## src/rtl/rr_grant_encoder_pkg.sv

```systemverilog
// Shared definitions for the round-robin grant encoder.
// Holds the FSM state encoding and the default geometry, which must match
// the downstream decoder3_to_8 (N index bits, M = 2**N one-hot lines).
package rr_grant_encoder_pkg;

  localparam int unsigned RR_N        = 3;
  localparam int unsigned RR_M        = 2 ** RR_N;
  localparam int unsigned RR_MAX_HOLD = 15;
  localparam int unsigned RR_CW       = 8;

  typedef enum logic [1:0] {
    ST_IDLE  = 2'd0,
    ST_GRANT = 2'd1,
    ST_GAP   = 2'd2
  } rr_state_e;

endpackage

```

## src/rtl/rr_priority_pick.sv

```systemverilog
// Combinational rotating priority search.
// Ports:
//   req_i  - request vector, bit i = requester i
//   ptr_i  - index of the last granted requester (lowest priority)
//   idx_o  - first set request searching upward from ptr_i+1, wrapping at M-1
//   any_o  - at least one request is set
module rr_priority_pick #(
  parameter int unsigned N = 3,
  parameter int unsigned M = 2 ** N
) (
  input  logic [M-1:0] req_i,
  input  logic [N-1:0] ptr_i,
  output logic [N-1:0] idx_o,
  output logic         any_o
);

  logic         found;
  logic [N-1:0] cand;

  // M == 2**N, so the N-bit add wraps modulo M for free; the final
  // iteration (offset M) lands back on ptr_i itself.
  always_comb begin
    idx_o = '0;
    found = 1'b0;
    cand  = '0;
    for (int unsigned i = 1; i <= M; i++) begin
      cand = ptr_i + N'(i);
      if (!found && req_i[cand]) begin
        idx_o = cand;
        found = 1'b1;
      end
    end
  end

  assign any_o = |req_i;

endmodule

```

## src/rtl/rr_grant_encoder.sv

```systemverilog
// Round-robin arbiter producing a registered binary grant index and an
// active-low grant enable for a downstream N-to-M one-hot decoder.
// A grant is held until done, request drop, or MAX_HOLD cycles; every grant
// is followed by a one-cycle guard gap with en_n high.
// Ports:
//   clk     - clock, rising edge
//   rst_n   - synchronous active-low reset
//   req     - request vector
//   done    - owner releases the grant (only looked at while granted)
//   enc     - registered grant index (changes only when a grant is issued)
//   en_n    - registered active-low grant valid
//   busy    - high while granted or in the guard gap
//   timeout - one-cycle pulse on the first gap cycle after a forced release
module rr_grant_encoder
  import rr_grant_encoder_pkg::*;
#(
  parameter int unsigned N        = RR_N,
  parameter int unsigned M        = RR_M,
  parameter int unsigned MAX_HOLD = RR_MAX_HOLD,
  parameter int unsigned CW       = RR_CW
) (
  input  logic         clk,
  input  logic         rst_n,
  input  logic [M-1:0] req,
  input  logic         done,
  output logic [N-1:0] enc,
  output logic         en_n,
  output logic         busy,
  output logic         timeout
);

  rr_state_e     state_q, state_d;
  logic [N-1:0]  enc_q, enc_d;
  logic [N-1:0]  ptr_q, ptr_d;
  logic [CW-1:0] cnt_q, cnt_d;
  logic          en_n_q, busy_q, timeout_q, timeout_d;

  logic [N-1:0]  pick_idx;
  logic          pick_any;

  rr_priority_pick #(
    .N(N),
    .M(M)
  ) u_pick (
    .req_i(req),
    .ptr_i(ptr_q),
    .idx_o(pick_idx),
    .any_o(pick_any)
  );

  always_comb begin
    state_d   = state_q;
    enc_d     = enc_q;
    ptr_d     = ptr_q;
    cnt_d     = cnt_q;
    timeout_d = 1'b0;
    case (state_q)
      ST_GRANT: begin
        // Owner release outranks the hold limit, so a coincident done
        // suppresses the timeout pulse.
        if (done || !req[enc_q]) begin
          state_d = ST_GAP;
          cnt_d   = '0;
        end else if (cnt_q == CW'(MAX_HOLD)) begin
          state_d   = ST_GAP;
          cnt_d     = '0;
          timeout_d = 1'b1;
        end else begin
          cnt_d = cnt_q + CW'(1);
        end
      end
      // IDLE and GAP arbitrate identically; the unused encoding falls in here
      // and recovers to IDLE or a fresh grant.
      default: begin
        cnt_d = '0;
        if (pick_any) begin
          state_d = ST_GRANT;
          enc_d   = pick_idx;
          ptr_d   = pick_idx;
          cnt_d   = CW'(1);
        end else begin
          state_d = ST_IDLE;
        end
      end
    endcase
  end

  always_ff @(posedge clk) begin
    if (!rst_n) begin
      state_q   <= ST_IDLE;
      enc_q     <= '0;
      ptr_q     <= N'(M - 1);
      cnt_q     <= '0;
      en_n_q    <= 1'b1;
      busy_q    <= 1'b0;
      timeout_q <= 1'b0;
    end else begin
      state_q   <= state_d;
      enc_q     <= enc_d;
      ptr_q     <= ptr_d;
      cnt_q     <= cnt_d;
      en_n_q    <= (state_d != ST_GRANT);
      busy_q    <= (state_d != ST_IDLE);
      timeout_q <= timeout_d;
    end
  end

  assign enc     = enc_q;
  assign en_n    = en_n_q;
  assign busy    = busy_q;
  assign timeout = timeout_q;

endmodule
```

## config.mk

```make
export PLATFORM = sky130hd
export DESIGN_NAME = rr_grant_encoder
export DESIGN_NICKNAME = d
export VERILOG_FILES = /design/src/rtl/rr_grant_encoder_pkg.sv /design/src/rtl/rr_priority_pick.sv /design/src/rtl/rr_grant_encoder.sv
export SDC_FILE = /design/constraint.sdc
export NUM_CORES = 1
export LEC_CHECK = 0
export BUFFER_PORTS_ARGS = -buffer_cell sky130_fd_sc_hd__buf_4
export CORE_MARGIN = 5
export CORE_UTILIZATION = 30
export DETAILED_ROUTE_END_ITERATION = 10
export SLEW_MARGIN = 20
export SYNTH_ARGS = -nofsm -noshare
export SYNTH_HDL_FRONTEND = slang
export SYNTH_SLANG_ARGS = --single-unit
```

## constraint.sdc

```tcl
create_clock -name clk -period 2.7 [get_ports clk]
set_input_delay 0.54 -clock clk [delete_from_list [all_inputs] [get_ports clk]]
set_output_delay 0.54 -clock clk [all_outputs]
set_load 0.02 [all_outputs]
```

After elaboration in Yosys (flattened, before gate mapping) --
Index checks and enable logic that the tools add are counted.
Storage, ports and cells: flip-flop bits (word level) 19, bits of input ports 11, output and inout bits 6, word-level logic and storage cells 91
Operators by class: add/subtract/negate cells 8, order comparisons 9, equal/unequal tests 3, muxes and demuxes 42, bitwise gates (word level) 2, reductions and logical operators 20
Operator list (count):
- $lt 3x4->1 const B | 9
- $bmux 1 s3 | 9
- $mux 3 | 8
- $mux 8 | 3
- $mux 1 | 19
- $add 3x3->3 const B | 4
- $add 8x1->8 const B | 1
- $eq 8x4->1 const B | 1
- $logic_not 1->1 | 8
- $reduce_or 8->1 | 1
- $logic_and 1x1->1 | 7
- $add 3x2->3 const B | 2
- $mux 2 | 3
- $add 3x1->3 const B | 1
- $reduce_or 3->1 | 1
- $eq 2x1->1 const B | 1
- $ne 2x1->1 const B | 1
- $not 1->1 | 2
- $reduce_and 2->1 | 1
- $reduce_bool 2->1 | 1
- $logic_or 1x1->1 | 1

Depth between registers and ports, before layout --
Gate-level depths: netlist of the first run.
word-level depth 25, depth in mapped cells 11, depth with buffers taken out 9

Cells and area by module --
From an unflattened synthesis of the first run, not the netlist that was laid out.
Second synthesis, totals: cells, all modules 198, area total of the unflattened synthesis 1873.0 µm²
By module, submodules not included:
- rr_priority_pick | instances 1, cells an instance 112, area each 1027.2 µm², sequential area each 0.0 µm²
- rr_grant_encoder | instances 1, cells an instance 86, area each 845.8 µm², sequential area each 380.4 µm²

Worst setup path after synthesis of the first run --
Ideal clock, no wire load.
path type register to register, start point reg ptr_q[1], end point reg enc_q[2] (netlist: enc[2]), library setup time 0.088 ns, arrival time 2.870 ns, data required time 2.612 ns, setup slack -0.258 ns, cell stages (with the launch flop) 11, path buffers 2, period minus slack after synthesis 2.958 ns, path through dfxtp_1 -> clkbuf_1 -> inv_1 -> ha_1 -> buf_6 -> mux4_2 -> mux2i_1 -> o211ai_1 -> or3_4 -> o221a_2 -> o32ai_2
On the way: cells in the longest elaborated chain, start to end 25, elaborated cells between the ends (all ways) 52, those cells by class add/sub (7); mux (31); reduce/logical (14)
RTL lines:
- from (decl) | line rr_grant_encoder.sv:34 | logic [N-1:0] ptr_q, ptr_d;
- from (signal assigned) | line rr_grant_encoder.sv:92 | ptr_q <= N'(M - 1);
- from (signal assigned) | line rr_grant_encoder.sv:100 | ptr_q <= ptr_d;
- $add 3x1->3 | line rr_priority_pick.sv:27 | cand = ptr_i + N'(i);
- $bmux 1 s3 | line rr_priority_pick.sv:28 | if (!found && req_i[cand]) begin
- $mux 1 (not written as such) | line rr_priority_pick.sv:28
- $mux 1 | line rr_priority_pick.sv:28
- $logic_not 1->1 | line rr_priority_pick.sv:28
- $logic_and 1x1->1 | line rr_priority_pick.sv:28
- $mux 1 | line rr_priority_pick.sv:28
- $logic_not 1->1 | line rr_priority_pick.sv:28
- [... 9 more ...]
- $logic_and 1x1->1 | line rr_priority_pick.sv:28
- $mux 1 | line rr_priority_pick.sv:28
- $logic_not 1->1 | line rr_priority_pick.sv:28
- $logic_and 1x1->1 | line rr_priority_pick.sv:28
- $mux 1 | line rr_priority_pick.sv:28
- $logic_not 1->1 | line rr_priority_pick.sv:28
- $logic_and 1x1->1 | line rr_priority_pick.sv:28
- $mux 3 * | line rr_priority_pick.sv:28
- to (signal assigned) | line rr_grant_encoder.sv:99 | enc_q <= enc_d;
- to (decl) | line rr_grant_encoder.sv:33 | logic [N-1:0] enc_q, enc_d;
Every way passes the cells marked *; elsewhere a longest branch is shown, timed or not. The select of a mux whose other input is x is not followed. A chain may end at the register's enable or synchronous reset.

Final worst setup path of the first run --
start point reg ptr_q[0], end point reg enc_q[2] (netlist: enc[2])
The elaborated chain is that of the path after synthesis.

==> flow_summary.yaml, run 1 <==
run_status:
  run_status: "finished, final reports clean"
worst_setup_path:
  worst_path_max_delay_cell: "mux4_2"
  r2r_setup_slack_ps: 60
  reg2reg_from: "ptr_q[0]"
  arrival_ps: 2810
  path_buf_inv: 2
  cp_top_family: "multiplexers"
  reg2regPathDepth: 9
  cp-end-kind: "register"
  max_stage_delay_ps: 570
  cp_max_fo: 7
  crit_chain: "clkinvlp_4, ha_4, buf_6, mux4_2, mux2i_1, o211ai_1, or3_4, o221a_4, o32ai_2"
  r2r_end: "enc[2]"
  required_ps: 2870
  crit_path_start_kind: "register"
  path_class: "register to register"
logic_synthesis:
  synthTopCellsByArea: "dfxtp_1 22%, mux4_2 16%, mux2i_1 7.0%"
  synth_edf_count: 0
  synth_top_cell_by_area: "dfxtp_1"
  synth_warnings: 0
  ys_seq_area_share_pct: 22.1
  synth_commonest_cells: "25 x nor2_1, 19 x dfxtp_1, 17 x nand2_1"
  synth_area_sq_mm: 0.00172
  syn-num-nets: 203
  synth_top_area_share_pct: 22.1
  yosysMostFrequentCell: "nor2_1"
  ys_ff_latch: 19
  synthFlopType: "dfxtp_1"
  synthCells: 189
  ys_types: 51
  syn_avg_cell_area_sq_um: 9.10
  synthArstFlopShare_pct: 0
sta:
  fin_crit_sh_pct: 97.8
  tightest_slew_ps: 773
  rsz0062_at_grt: "yes"
  hold_viol_final: 0
  max-slew-margin-rel_pct: 48.5
  period_minus_slack_ps: 2640
  max_freq_ghz: 0.379
  slew_violations: 0
  setup_ws_ps: 59.9
  setup_violations: 0
  finClkSkew_ps: 1.60
global_route:
  grt_util_all_layers_pct: 12.8
  grt_start_max_net_pins: 20
  grt_pass1_vias: 1605
  grt_overflow_total: 0
  grt_first_pass_wirelength_mm: 7.82
  antenna_found_initial: 0
clock_tree:
  cts_buffers: 3
  cts_buffer_depth: 2
  hold_buffers: 0
  clockRootBuffer: "clkbuf_8"
  cts_tree: "done"
  clkTransAtPathRegs_ps: 70
  cts.sinks: 19
  worstSkewPairLatency_ps: 250
  htree_levels: 1
routing:
  vias: 1610
  drt-initial-drc-count: 154
  avgViaCountPerCell: 5.63
  drc: 0
  wl_per_cell_microns: 15.7
  finalWirelength_mm: 4.49
  ant_nets: 0
  firstDrtPassIters: 4
place:
  io_buffers: 16
  dp_slack_ps: 33.0
  hpwl_mm: 3.28
  placed_area_sq_mm: 0.00198
  place_congestion: 0.912
  dp_cells: 279
power_and_ir_drop:
  leakage_uw: 0.000786
  power_density_mw_per_mm2: 1100
  irDropWorstVdd_mv: 0.651
  finalPower_uw: 2290
die:
  coreArea_sq_mm: 0.00554
  fp-row-count: 27
  fp.dieW_microns: 85.7
  die_y_microns: 85.7
  start_util_pct: 31.1
  io_pins: 17
  dieArea_sq_mm: 0.00735
hold_path:
  hp-start: "cnt_q[0]"
  hp-class: "register to register"
  worstHoldEndpoint: "cnt_q[0]"
  hold_depth: 1
flow_run:
  maxCapViolCount: 0
cells_and_area:
  drive_gt1_share_pct: 29.4
  antennaDiodeCount: 0
  area_delta_synth_final_pct: 20.7
  final_cells: 286
  final_nets: 229
  final_area_sq_mm: 0.00208
==> what timing repair did <==
item	in CTS	in global routing
gates resized for setup	0	9
endpoints found under the setup margin	0	6
buffers inserted	0	3
hold endpoints to repair	0	0
==> worst register-to-register path, cell delays in order, from the launching register on <==
cell and delay [ps]:
dfxtp_2 360, clkinvlp_4 110, ha_4 330, buf_6 110, mux4_2 570, mux2i_1 190
o211ai_1 180, or3_4 400, o221a_4 140, o32ai_2 180
==> routing by layer <==
metal | wire length, microns | part of all wire [%] | GRT usage (%)
met1 | 2030 | 45 | 18.3
met2 | 2170 | 48 | 20.7
met3 | 243 | 5.4 | 1.73
met4 | 45 | 1.0 | 2.30
met5 | 0 | 0 | 0
==> kinds of logic after synthesis <==
logic type | synth area share, %
DFF | 22.1
xor gates and xnor gates | 4.07
muxes | 28.1
AOI/OAI and AO/OA | 19.9
adders and majority gates | 2.18
buffers and inverters | 5.74
and+or+nand+nor | 17.9
==> stage by stage <==
stage | hold WS [ps] | util, % | setup TNS [ps]
after global routing | 506 | 37.5 | -172
after detailed placement | 480 | 35.8 | 0
after CTS | 493 | 36.6 | 0
after global placement | 475 | 35.8 | 0
after floorplan | 447 | - | 0
final | 491 | 37.5 | 0
==> worst max path at each step <==
stage / from / endpoint / depth (start not counted)
after floorplan: ptr_q[0] / enc[2] / 10
after global placement: req[7] / enc[2] / 8
after detailed placement: req[7] / enc[2] / 8
after CTS: ptr_q[0] / enc[2] / 8
after global routing: ptr_q[0] / enc[2] / 9
final: ptr_q[0] / enc[2] / 9
==> flip-flops by register name, summed over array words and instances (netlist names) <==
register and flops:
enc 3, state_q 2, busy 1, timeout 1, ptr_q 3, en_n 1, cnt_q 8
==> power by group <==
group | internal (uW) | total, uW | switching, uW
sequential | 329 | 387 | 57.3
combinational | 847 | 1710 | 865
clock | 102 | 193 | 90.4
total | 1280 | 2290 | 1010
==> layout make-up <==
cell class / instances / area (sq um)
Fill cell: 569 / 3460
Tap cell: 72 / 90.1
Inverter: 10 / 41.3
Clock inverter: 1 / 5.00
Sequential cell: 19 / 382
Timing Repair Buffer: 30 / 233
Clock buffer: 3 / 41.3
Multi-Input combinational cell: 151 / 1280
==> placed cells by master (no fill, tap or decap), drive strengths merged, types with 6 or more instances in the layout <==
cell	instances
mux2i	13
buf	30
nor2	25
inv	8
o21ai	6
a21oi	6
mux4	13
nand2	17
dfxtp	19
(Power assumes the default switching activity.)
==> inputs of run 2 (changes only) <==
--- a/config.mk
+++ b/config.mk
@@ -5,10 +5,10 @@
 export SDC_FILE = /design/constraint.sdc
 export NUM_CORES = 1
 export LEC_CHECK = 0
-export BUFFER_PORTS_ARGS = -buffer_cell sky130_fd_sc_hd__buf_4
 export CORE_MARGIN = 5
 export CORE_UTILIZATION = 30
 export DETAILED_ROUTE_END_ITERATION = 10
+export DONT_BUFFER_PORTS = 1
 export SLEW_MARGIN = 20
 export SYNTH_ARGS = -nofsm -noshare
 export SYNTH_HDL_FRONTEND = slang
==> run 2 against run 1 <==
  * Worst setup slack gained 52 ps
  * Core utilization shrank 1.3 points
  * Clock skew up 1.5 ps
  * Critical path type unchanged
  * Die area did not move
==> flow_summary.yaml, run 2 (synthesis gave the netlist of run 1 again) <==
power_and_ir_drop:
  leakage_uw: 0.000724
  pwr-share-clk_pct: 8.1
  switching_share_pct: 43.8
  power_density_mw_per_mm2: 1140
  p_int_uw: 1290
  p_sw_uw: 1000
  pwr-share-seq_pct: 18.1
  power_frac_comb_pct: 73.7
  irDropWorstVdd_mv: 0.428
cells_and_area:
  final_cell_mix: "25 x nor2_1, 18 x dfxtp_1, 17 x nand2_1, 14 x buf_4, 13 x mux4_2"
  final_cells: 272
  final_common_cell: "nor2_1"
  drive_gt1_share_pct: 25.0
  final_nets: 215
  antennaDiodeCount: 0
  fillerInstances: 592
  regMostFlops: "cnt_q"
  area_delta_synth_final_pct: 16.4
  largest_reg_flops: 8
sta:
  setup_tns_ps: 0
  hold_viol_final: 0
  slew_violations: 0
  period_minus_slack_ps: 2590
  setup_violations: 0
  max_freq_ghz: 0.386
  max-slew-margin-rel_pct: 51.3
  finClkSkew_ps: 3.13
  rsz0062_at_grt: "yes"
  tightest_slew_ps: 731
  fin_crit_sh_pct: 95.9
clock_tree:
  cts_tree: "done"
  worstSkewPairLatency_ps: 250
  cts_buffers: 3
  clockRootBuffer: "clkbuf_8"
  cts_buffer_depth: 2
  clkTransAtPathRegs_ps: 70
  cts.sinks: 19
  htree_levels: 1
worst_setup_path:
  crit_end: "enc[2]"
  max_stage_delay_ps: 390
  cp_max_fo: 8
  critPathLaunch: "ptr_q[0]"
  crit_chain: "clkinvlp_4, ha_4, buf_4, mux4_2, mux2i_4, o21ai_1, or3_4, o221ai_2, o221a_4, o32ai_2"
  required_ps: 2800
  reg2reg_from: "ptr_q[0]"
  path_class: "register to register"
  worst_path_max_delay_cell: "or3_4"
  r2r_end: "enc[2]"
  path_buf_inv: 2
  cp-end-kind: "register"
  crit_path_start_kind: "register"
  r2r_setup_slack_ps: 110
  arrival_ps: 2690
  reg2regPathDepth: 10
  cp_top_family: "compound AO/OA/AOI/OAI gates"
  critical_path_cell_count: 10
global_route:
  antenna_found_initial: 0
  grt_util_all_layers_pct: 12.0
  met3_usage_pct: 1.25
  grt_pass1_vias: 1492
  use_met2_pct: 20.1
  grt_overflow_total: 0
  grt-busiest-layer: "met2"
  grt_start_max_net_pins: 20
  gr-usage-met1_pct: 16.8
  grt_first_pass_wirelength_mm: 7.38
place:
  io_buffers: 0
  dp_cells: 264
  hpwl_mm: 3.21
  place_congestion: 0.848
routing:
  ant_nets: 0
  finalWirelength_mm: 4.45
  drc: 0
  firstDrtPassIters: 4
  wl_per_cell_microns: 16.4
  avgViaCountPerCell: 5.70
  vias: 1550
  drt-initial-drc-count: 125
die:
  coreArea_sq_mm: 0.00554
  die_y_microns: 85.7
  fp-row-count: 27
  fp.dieW_microns: 85.7
  io_pins: 17
  start_util_pct: 31.1
  dieArea_sq_mm: 0.00735
run_status:
  run_status: "finished, final reports clean"
flow_run:
  maxCapViolCount: 0
hold_path:
  hp-class: "input pin to register"
  hp-start: "rst_n"
  hold_depth: 2
run 2: cell types whose count changed in the layout (fill, tap and decap cells not counted), sizes merged:
cell / previous run / this run
mux4: 13 / 14
buf: 30 / 15
clkinv: 2 / 1
clkbuf: 3 / 4
run 2: power by group through the flow:
stage                     Combinational, uW  Sequential (uW)  Clock (uW)
after CTS                              1560              416         193
after detailed placement               1520              423           0
after floorplan                        1230              386           0
final                                  1690              416         186
after global placement                 1520              421           0
after global routing                   1840              425         214
run 2: final cells by class:
| class | instances | area (sq um) | share of cell area (%) |
|---|---|---|---|
| Multi-Input combinational cell | 152 | 1330 | 66.3 |
| Tap cell | 72 | 90.1 | 4.50 |
| Sequential cell | 19 | 382 | 19.1 |
| Timing Repair Buffer | 15 | 116 | 5.81 |
| Clock buffer | 4 | 45.0 | 2.25 |
| Inverter | 10 | 41.3 | 2.06 |
run 2: worst min path at each step:
stage	end	slack (ps)
detailed placement	cnt_q[0]	480
global route	state_q[1]	400
CTS	state_q[1]	410
floorplan	cnt_q[0]	450
finish	state_q[1]	410
global placement	cnt_q[0]	480
run 2: metrics by stage:
stage          total power (uW)  hold WS (ps)  setup slack (ps)  utilization, %  area (sq um)
6_report                   2290           410               111            36.2          2000
5_1_grt                    2480           402             -48.0            36.2          2000
4_1_cts                    2170           408              17.5            34.8          1930
3_5_place_dp               1950           484              18.7            33.7          1870
3_3_place_gp               1940           478             -20.7            33.7          1870
2_1_floorplan              1620           447              1.48               -          1760
run 2: what timing repair did:
action | 4_1_cts | 5_1_grt
hold endpoints to repair | 0 | 0
gates resized for setup | 0 | 10
setup buffers | 2 | 1
gates cloned | 0 | 1
hold buffers | 0 | 0
pin swaps | 2 | 7
setup endpoints to repair | 1 | 6
run 2: per-layer routing:
| layer | routed length [microns] | vias up | share of wire [%] |
|---|---|---|---|
| met4 | 73 | 0 | 1.6 |
| met3 | 299 | 8 | 6.7 |
| met2 | 2120 | 64 | 48 |
| met5 | 0 | - | 0 |
| li1 | - | 752 | - |
| met1 | 1950 | 726 | 44 |
==> inputs of run 3 (changes only) <==
--- a/config.mk
+++ b/config.mk
@@ -5,6 +5,7 @@
 export SDC_FILE = /design/constraint.sdc
 export NUM_CORES = 1
 export LEC_CHECK = 0
+export ABC_AREA = 1
 export CORE_MARGIN = 5
 export CORE_UTILIZATION = 30
 export DETAILED_ROUTE_END_ITERATION = 10
==> run 3 against run 2 <==
  * Worst setup slack better by 280 ps
  * Sequential power barely moved
  * Clock skew is 2.1 ps higher
  * Sequential cell count is the same
  * Clock power increased by 5%
  * Die area is 11% lower
  * Area after synthesis is 12% lower
  * Hold slack worse by 60 ps
  * Cell count increased by 14%
  * Wire length decreased by 23%
  * Maximum frequency up 12%
  * Critical endpoint is now ptr_q[2]
==> flow_summary.yaml, run 3 <==
routing:
  finalWirelength_mm: 3.42
  drc: 0
  firstDrtPassIters: 5
  avgViaCountPerCell: 4.75
  ant_nets: 0
  vias: 1467
  drt-initial-drc-count: 43
  wl_per_cell_microns: 11.1
worst_setup_path:
  crit_top_cell: "inv_1"
  cp_max_fo: 8
  reg2regPathDepth: 14
  cp-end-kind: "register"
  max_stage_delay_ps: 430
  worst_path_max_delay_cell: "ha_1"
  path_class: "register to register"
  crit_path_start_kind: "register"
  crit_chain: "inv_1, ha_1, inv_2, nand3_1, nand3_2, nand2_4, nor2_4, nand4_1, nor2_2, nand2_2, o21ai_1, inv_1, nand2_1, o211ai_1"
  arrival_ps: 2450
  required_ps: 2840
logic_synthesis:
  synthFlopType: "dfxtp_1"
  ys_types: 31
  synthTopCellsByArea: "dfxtp_1 25%, nand2_1 16%, inv_1 8.0%"
  yosysMostFrequentCell: "nand2_1"
  synth_edf_count: 0
  yosys.area_share.simple_pct: 47.6
  syn-num-nets: 254
  synthArstFlopShare_pct: 0
  synth_top_area_share_pct: 25.2
  synth_top_family_by_area: "simple AND/OR/NAND/NOR gates"
  synth_compound_area_share_pct: 9.63
  synth_area_sq_mm: 0.00151
  synth-xor-area-share_pct: 3.32
  synthMuxAreaShare_pct: 0
  syn_avg_cell_area_sq_um: 6.28
  synth_fa_ha_area_share_pct: 2.49
  synth_top_cell_by_area: "dfxtp_1"
  synth_warnings: 0
  ys_seq_area_share_pct: 25.2
  ys_ff_latch: 19
  synth_commonest_cells: "64 x nand2_1, 32 x inv_1, 26 x nor2_1"
  synthCells: 240
cells_and_area:
  final_common_cell: "nand2_1"
  final_nets: 257
  seqCellArea_sq_um: 380
  fillerInstances: 515
  multiInputGateArea_sq_um: 950
  area_delta_synth_final_pct: 7.14
  regMostFlops: "cnt_q"
  drive_gt1_share_pct: 15.7
  largest_reg_flops: 8
  antennaDiodeCount: 0
  final_cell_mix: "64 x nand2_1, 32 x inv_1, 26 x nor2_1, 22 x nand3_1, 19 x dfxtp_1"
  fin_util_pct: 33.8
power_and_ir_drop:
  pwr-share-clk_pct: 9.6
  power_density_mw_per_mm2: 1270
  p_sw_uw: 1130
  p_int_uw: 914
  switching_share_pct: 55.3
  pwr-share-seq_pct: 20.4
  power_frac_comb_pct: 70.0
  leakage_uw: 0.000734
  irDropWorstVdd_mv: 0.519
die:
  io_pins: 17
  start_util_pct: 31.5
  fp.dieW_microns: 80.9
  dieArea_sq_mm: 0.00654
  die_y_microns: 80.9
  coreArea_sq_mm: 0.00479
  fp-row-count: 25
run_status:
  run_status: "finished, final reports clean"
sta:
  hold_viol_final: 0
  max_freq_ghz: 0.434
  slew_violations: 0
  fin_crit_sh_pct: 85.3
  setup_tns_ps: 0
  finClkSkew_ps: 5.20
  setup_violations: 0
  tightest_slew_ps: 574
  max-slew-margin-rel_pct: 61.7
  period_minus_slack_ps: 2300
  rsz0062_at_grt: "no"
global_route:
  grt_start_max_net_pins: 12
  grt_pass1_vias: 1328
  grt_overflow_total: 0
  antenna_found_initial: 0
  grt_util_all_layers_pct: 11.4
  grt_first_pass_wirelength_mm: 5.90
clock_tree:
  postCtsSetupRepairBufs: 0
  worstSkewPairLatency_ps: 260
  clockRootBuffer: "clkbuf_8"
  clkTransAtPathRegs_ps: 70
  cts_resized: 0
  cts_buffers: 3
  cts_buffer_depth: 2
  htree_levels: 1
  cts.sinks: 19
  hold_buffers: 0
  cts_tree: "done"
hold_path:
  hp-class: "input pin to register"
  hold_depth: 1
place:
  io_buffers: 0
  place_congestion: 0.838
  hpwl_mm: 2.77
flow_run:
  maxCapViolCount: 0
[run 3: cell types whose count changed in the layout (fill, tap and decap cells not counted), moves of 4 or more]
cell / before / now
xnor2_1: 5 / 0
buf_4: 14 / 2
nand3_2: 0 / 7
nand2_1: 17 / 64
nand2_2: 0 / 12
nand2b_1: 4 / 0
mux2i_1: 11 / 0
inv_1: 8 / 32
mux4_2: 13 / 0
nand3_1: 4 / 22
nand4_1: 1 / 5
[run 3: path summary, 6_finish.rpt]
kind | endpoint | start | slack, ps
worst max register to register | ptr_q[2] | ptr_q[1] | 400
worst min register to register | cnt_q[0] | cnt_q[0] | 490
worst max-delay path | ptr_q[2] | ptr_q[1] | 400
worst min-delay path | timeout | done | 350
[run 3: per-stage QoR]
stage                     std cells  instance area, sq um  hold slack (ps)  setup WS [ps]  total power [uW]
after floorplan                 240                  1510              446            601              1610
after global placement          305                  1570              482            489              1850
after detailed placement        305                  1570              486            436              1850
after CTS                       309                  1620              344            421              2050
after global routing            309                  1620              353            129              2250
final                           309                  1620              351            396              2050
[run 3: power by group through the flow]
stage / logic, uW / registers, uW / clock network (uW)
after floorplan: 1220 / 391 / 0
after global placement: 1420 / 426 / 0
after detailed placement: 1420 / 426 / 0
after CTS: 1430 / 419 / 204
after global routing: 1610 / 427 / 215
final: 1430 / 417 / 196
[run 3: logic make-up (layout without fill, tap and decap cells)]
kind of cell,Yosys count,count (layout)
AND/OR/NAND/NOR,148,148
buffers and inverters,40,42
AO/OA/AOI/OAI,26,26
flip-flops,19,19
XOR/XNOR,4,4
adder cells (fa/ha/maj),3,3
[run 3: critical path: cells and delay by family (launching register included)]
kind / cells / cell delay (ps)
simple gates: 8 / 910
flops: 1 / 330
fa+ha+maj: 1 / 430
compound gates: 2 / 210
buf+inv: 3 / 310
[run 3: final cells by class]
class                      count  share of cell area (%)
clock buffer                   3                    2.56
tap                           67                    5.19
inverter                      36                    8.68
multi-input combinational    181                    58.8
timing repair buffer           2                   0.930
clock inverter                 1                   0.310
sequential                    19                    23.5
[run 3: per-layer routing]
metal / GRT usage [%] / vias to the layer above / part of all wire [%]
li1: - / 776 / -
met1: 14.4 / 649 / 47
met2: 18.4 / 31 / 46
met3: 1.55 / 11 / 3.1
met4: 6.93 / 0 / 3.3
met5: 0 / - / 0
